<file path="config.mk">
export PLATFORM = sky130hd
export DESIGN_NAME = adain_lane_serializer
export DESIGN_NICKNAME = d
export VERILOG_FILES = /design/src/rtl/adain_pkg.sv /design/src/rtl/mux_nto1.sv /design/src/rtl/adain_lane_serializer.sv
export SDC_FILE = /design/constraint.sdc
export NUM_CORES = 1
export LEC_CHECK = 0
export BUFFER_PORTS_ARGS = -buffer_cell sky130_fd_sc_hd__buf_2
export CAP_MARGIN = 20
export CORE_MARGIN = 3
export CORE_UTILIZATION = 50
export CTS_BUF_LIST = sky130_fd_sc_hd__clkbuf_8 sky130_fd_sc_hd__clkbuf_16
export CTS_CLUSTER_SIZE = 40
export DETAILED_ROUTE_END_ITERATION = 8
export GPL_TIMING_DRIVEN = 0
export PLACE_DENSITY = 0.75
export SETUP_SLACK_MARGIN = 0.4
export SLEW_MARGIN = 15
export SYNTH_ARGS = -nofsm -noshare
export SYNTH_HDL_FRONTEND = slang
export SYNTH_SLANG_ARGS = --single-unit
export TNS_END_PERCENT = 20
</file>
<file path="constraint.sdc">
create_clock -name clk -period 3.4 [get_ports clk]
set_input_delay 0.34 -clock clk [delete_from_list [all_inputs] [get_ports clk]]
set_output_delay 0.34 -clock clk [all_outputs]
set_load 0.01 [all_outputs]
</file>
<file path="src/rtl/adain_pkg.sv">
// Shared types and helpers for the AdaIN v2 lane serializer and its lane mux.
package adain_pkg;

   typedef enum logic {
      IDLE  = 1'b0,
      SHIFT = 1'b1
   } ser_state_e;

   localparam int ADAIN_DEFAULT_WIDTH = 16;

   // Width of a lane index for an N-lane word; never narrower than one bit.
   function automatic int lane_idx_w(input int n);
      return (n <= 2) ? 1 : $clog2(n);
   endfunction

endpackage

</file>
<file path="src/rtl/mux_nto1.sv">
// N-to-1 lane mux: selects lane i_sel (WIDTH bits) out of a packed N-lane word.
module mux_nto1
   import adain_pkg::*;
#(
   parameter int N     = 5,
   parameter int WIDTH = ADAIN_DEFAULT_WIDTH
)(
   input  logic [lane_idx_w(N)-1:0] i_sel,
   input  logic [N*WIDTH-1:0]       i_data,
   output logic [WIDTH-1:0]         o_data
);

   always_comb begin
      o_data = '0;
      for (int i = 0; i < N; i++) begin
         if (int'(i_sel) == i) o_data = i_data[i*WIDTH +: WIDTH];
      end
   end

endmodule

</file>
<file path="src/rtl/adain_lane_serializer.sv">
// Serializes one N-lane word into N single-lane beats (lane 0 first), valid/ready on both sides.
// Optional ADAIN_SER_COUNT_EN adds s_count to emit only the first s_count lanes of a word.
module adain_lane_serializer
   import adain_pkg::*;
#(
   parameter int N     = 5,
   parameter int WIDTH = ADAIN_DEFAULT_WIDTH
)(
   input  logic                     clk,
   input  logic                     rst,
   input  logic                     s_valid,
   output logic                     s_ready,
   input  logic [N*WIDTH-1:0]       s_data,
   input  logic                     s_last,
`ifdef ADAIN_SER_COUNT_EN
   input  logic [$clog2(N+1)-1:0]   s_count,
`endif
   output logic                     m_valid,
   input  logic                     m_ready,
   output logic [WIDTH-1:0]         m_data,
   output logic [lane_idx_w(N)-1:0] m_idx,
   output logic                     m_last,
   output logic                     m_frame_last,
   output ser_state_e               o_dbg_state
);

   // Handshake: a transfer happens on a rising edge where valid and ready are both
   // high; valid never waits on ready, and a presented beat holds until taken.
   localparam int IW = lane_idx_w(N);
   localparam logic [IW-1:0] LAST_LANE_MAX = IW'(N - 1);

   ser_state_e         r_state, w_next_state;
   logic [N*WIDTH-1:0] r_data;
   logic               r_frame_last;
   logic [IW-1:0]      r_idx;
   logic [IW-1:0]      r_last_lane;
   logic [IW-1:0]      w_cap_last_lane;
   logic               w_at_last;
   logic               w_accept;
   logic               w_beat;

`ifdef ADAIN_SER_COUNT_EN
   localparam int CW = $clog2(N + 1);
   // A zero or oversize count falls back to the full word.
   always_comb begin
      if ((s_count == '0) || (s_count > CW'(N))) w_cap_last_lane = LAST_LANE_MAX;
      else                                       w_cap_last_lane = IW'(s_count - CW'(1));
   end
`else
   assign w_cap_last_lane = LAST_LANE_MAX;
`endif

   assign w_at_last = (r_idx == r_last_lane);
   assign w_beat    = (r_state == SHIFT) && m_ready;
   assign s_ready   = (r_state == IDLE) || (w_beat && w_at_last);
   assign w_accept  = s_valid && s_ready;

   always_comb begin
      w_next_state = r_state;
      case (r_state)
         IDLE:    if (s_valid) w_next_state = SHIFT;
         SHIFT:   if (w_beat && w_at_last) w_next_state = s_valid ? SHIFT : IDLE;
         default: w_next_state = IDLE;
      endcase
   end

   always_ff @(posedge clk) begin
      if (rst) begin
         r_state      <= IDLE;
         r_data       <= '0;
         r_frame_last <= 1'b0;
         r_idx        <= '0;
         r_last_lane  <= LAST_LANE_MAX;
      end else begin
         r_state <= w_next_state;
         if (w_accept) begin
            r_data       <= s_data;
            r_frame_last <= s_last;
            r_idx        <= '0;
            r_last_lane  <= w_cap_last_lane;
         end else if (w_beat && !w_at_last) begin
            r_idx <= r_idx + IW'(1);
         end
      end
   end

   mux_nto1 #(
      .N     (N),
      .WIDTH (WIDTH)
   ) u_lane_mux (
      .i_sel  (r_idx),
      .i_data (r_data),
      .o_data (m_data)
   );

   assign m_valid      = (r_state == SHIFT);
   assign m_idx        = r_idx;
   assign m_last       = m_valid && w_at_last;
   assign m_frame_last = m_last && r_frame_last;
   assign o_dbg_state  = r_state;

endmodule
</file>
==> Word level (Yosys, flattened, before mapping) <==
Cells that the tools add are included.
{ "word_totals": {"input_bits": 85, "out_inout_bits": 24, "word_cells": 29, "regBits": 85} }
{ "op_classes": {"add_sub_neg": 1, "n_reduce_logical": 10, "mux": 8, "n_eq_ne": 5, "bitwise": 1} }
{ "op_table": {"columns": ["cell", "n"], "rows": [
  ["$mux W16", 5],
  ["$eq A3 B3 Y1 const B", 4],
  ["$logic_and A1 B1 Y1", 6],
  ["$add A3 B1 Y3 const B", 1],
  ["$eq A3 B2 Y1 const B", 1],
  ["$logic_not A3 Y1", 1],
  ["$mux W1", 2],
  ["$pmux W1 S2", 1],
  ["$reduce_or A2 Y1", 1],
  ["$logic_not A1 Y1", 1],
  ["$logic_or A1 B1 Y1", 1],
  ["$not A1 Y1", 1]
]} }

==> Longest topological paths before layout <==
{ "logic_depth": {"depth_word": 6, "depth_mapped": 8, "mapped_depth_nobuf": 5} }

==> Cells and area by module <==
Synthesis repeated with hierarchy kept, for this count alone.
{ "unflattened": {"hier_cells": 474, "area_unflattened_um2": 4516.8} }
{ "by_module_without_submodules": {"columns": ["mod", "cells_each", "seq_area_each_um2", "area_each_um2", "n_inst"], "rows": [
  ["adain_lane_serializer", 378, 1701.6, 3841.2, 1],
  ["mux_nto1", 96, 0.0, 675.6, 1]
]} }

==> Worst setup path after synthesis <==
Ideal clock, no wire load.
{ "synth_timing": {"path_type": "register to output", "from": "reg r_idx[0] (netlist: m_idx[0])", "to": "out m_data[10]", "arrival_ns": 1.706, "stages_incl_launch_ff": 9, "path_buffers": 3, "slack_ns": 1.354, "cell_sequence": "dfxtp_1 > ha_1 > ha_1 > buf_2 > or2_1 > buf_2 > buf_2 > a211o_1 > nand3_1"} }
{ "synth_between": {"elab_chain_cells": 6} }
{ "synth_rtl": {"columns": ["element", "line_no", "source"], "rows": [
  ["start, declared", "adain_lane_serializer.sv:35", "logic [IW-1:0] r_idx;"],
  ["start signal, assigned", "adain_lane_serializer.sv:82", "r_idx <= r_idx + IW'(1);"],
  ["$logic_not A3 Y1", "mux_nto1.sv:16", "if (int'(i_sel) == i) o_data = i_data[i*WIDTH +: WIDTH];"],
  ["$mux W16 (4 in series)", "mux_nto1.sv:16", null],
  ["$mux W16 *", "mux_nto1.sv:16", null],
  ["end, declared", "adain_lane_serializer.sv:20", "output logic [WIDTH-1:0] m_data,"]
]} }
Every way passes the cells marked *; elsewhere a longest branch is shown, timed or not.

==> Final worst setup path <==
{ "layout_timing": {"from": "reg r_idx[0] (netlist: m_idx[0])", "to": "out m_data[4]"} }
Same word-level chain as after synthesis.

==> results.cfg <==
[timing]
fmax_ghz = 0.3647
tns_ns = 0
setup_viol = 0
finalClockSkew_ns = 0.006094
hold_viol_final = 0
fin_ws_ns = 0.6584
slew_violations = 0
rsz0062_at_grt = false
fin_crit_ns = 2.742
final.period_utilization_pct = 80.64
relSlewSlack_pct = 54.30
worst_slew_pin_slew_ns = 0.6855

[worst_hold_path]
whs_path_depth = 3
min_from = s_valid
hold_end = m_valid
min_path_type = primary input to flop

[layout]
multiInputGateArea_um2 = 2664
regArea_um2 = 1702
areaGrowthSynthToFinish_pct = 18.69
antennaDiodeCount = 0
stdcell_count = 741
nFillCells = 801
drive_above_1_share_pct = 21.80
nets = 718

[global_routing]
grt_pass1_vias = 3745
antenna_found_initial = 0
grt.overflow.total = 0
grt_usage_pct = 23.42
grt_pass1_wl_um = 18660
grt_max_degree = 15

[die]
start_util_pct = 52.14
die_w_um = 102.1
ios = 109
die_y_um = 102.1
dieArea_um2 = 10420
num_rows = 34
core_area_um2 = 8848

[setup_path]
startpoint_type = flop
timing.rr.end = m_idx[0]
crit_required_ns = 3.06
worstReg2RegStart = m_idx[0]
r2r_slack_ns = 1.63
worstRegToRegCells = 6
path_class = flop to output port
arrival_ns = 2.40
worst-path-max-fanout = 10
critPathCaptureType = output port

[clock_tree]
cts.sinks = 85
root_buffer = clkbuf_8
cts_hold_buf = 0
h-tree-depth = 3
cts_buffers = 9
cts_max_path_buffers = 2
cts_tree = built
post-cts-setup-buffers = 0
cts.clk_slew.worst_paths_ns = 0.09
cts-resized-gates = 0
clk-insertion-delay-late_ns = 0.36

[job]
maxCapViolations = 0

[detailed_routing]
wl_um = 11980
viasPerCell = 5.285
wl_per_cell_um = 16.17
final_antenna_net_count = 0
firstDrtPassIters = 5
drtIter0Drc = 183
post-route-drc-count = 0
vias = 3916

[logic_synthesis]
ys_seq_elements = 85
syn_area_um2 = 4613
synth_top_area_share_pct = 36.89
synth_area_leaders = dfxtp_1 (37%), nand2b_1 (22%), mux2i_1 (18%), nand3_1 (3.6%), a211o_1 (3.0%)
ys_seq_area_share_pct = 36.89
netlist_instances = 510
avgSynthCellArea_um2 = 9.045
async_reset_ff_share_pct = 0
syn_nets = 600
synth_top_cell_by_area = dfxtp_1
synthDistinctLibCells = 26
synth.most_common_cell = nand2b_1
ys.flop_type = dfxtp_1
synth_edf_count = 0
yosys_warnings = 0
synth_commonest_cells = nand2b_1 (162), dfxtp_1 (85), mux2i_1 (81)

[place]
pre_cts_ws_ns = 1.093
portBuffers = 107
dp_cells = 725
dp_hpwl_um = 9196
gp_congestion = 0.8592

[power]
p_per_area_nw_per_um2 = 399.9
vdd_drop_max_mv = 0.2691
p_leak_nw = 2.364
power.total_mw = 2.190

[run_status]
status = finished clean
[per-layer routing]
layer  up-vias  routed length (um)  track usage, %
met5         -                   0               0
met4         0                 238           6.761
met3        25                 748           5.324
met2       141                5601           38.13
met1      1812                5393           31.22
li1       1938                   -               -
[worst max-delay path by stage]
stage / from / endpoint
2_1_floorplan: m_idx[0] / m_data[10]
5_1_grt: m_idx[0] / m_data[6]
3_3_place_gp: m_idx[0] / m_data[5]
3_5_place_dp: m_idx[0] / m_data[5]
4_1_cts: m_idx[0] / m_data[4]
6_report: m_idx[0] / m_data[4]
[layout make-up]
| class | instances | area share, % |
|---|---|---|
| Tap cell | 108 | 2.468 |
| Clock buffer | 9 | 2.262 |
| Sequential cell | 85 | 31.08 |
| Buffer | 43 | 4.319 |
| Timing Repair Buffer | 107 | 9.781 |
| Inverter | 3 | 0.2057 |
| Multi-Input combinational cell | 379 | 48.65 |
| Clock inverter | 7 | 1.234 |
[logic make-up after synthesis]
group	synth area share, %
AO/OA/AOI/OAI	5.885
buffers and inverters	5.370
AND/OR/NAND/NOR	32.93
multiplexers	17.58
flip-flops	36.89
adder cells (fa/ha/maj)	1.356
[state kept, by name, summed over array words and instances (netlist names)]
signal and flops:
r_data 80, m_idx 3, r_frame_last 1, m_valid 1
[power breakdown]
| part | internal (mW) | switching [mW] |
|---|---|---|
| clock | 0.336 | 0.384 |
| sequential | 1.06 | 0.0449 |
| combinational | 0.189 | 0.176 |
| total | 1.58 | 0.605 |
[critical path, cell delays in order, from the launching register on]
cell	delay [ns]
dfxtp_1	0.37
ha_1	0.23
ha_1	0.17
buf_2	0.17
or2_1	0.21
buf_2	0.16
buf_2	0.19
a211o_1	0.27
nand3_1	0.12
buf_2	0.14
[metrics by stage]
| step | hold slack, ns | util, % | area [um^2] |
|---|---|---|---|
| final | 0.2208 | 61.88 | 5475 |
| after global routing | 0.2216 | 61.88 | 5475 |
| after CTS | 0.2173 | 61.88 | 5475 |
| after detailed placement | 0.4653 | 59.71 | 5284 |
| after global placement | 0.4544 | 59.71 | 5284 |
| after floorplan | 0.4441 | - | 4613 |
[layout by cell type, fill, tap and decap left out, drive strengths merged]
cell type,instances
clkinvlp,2
clkbuf,37
nand2,19
ha,5
o21ai,2
a211oi,2
buf,122
nand3b,16
a21boi,1
inv,4
and2,2
nand3,33
nor3b,1
and3,1
nor2,1
nand2b,162
clkinv,3
a21oi,17
or2,1
bufinv,1
nand4,1
a2111oi,1
a211o,16
dfxtp,85
nor2b,16
mux2i,81
or3,1
Power figures use the tool's default switching activity.
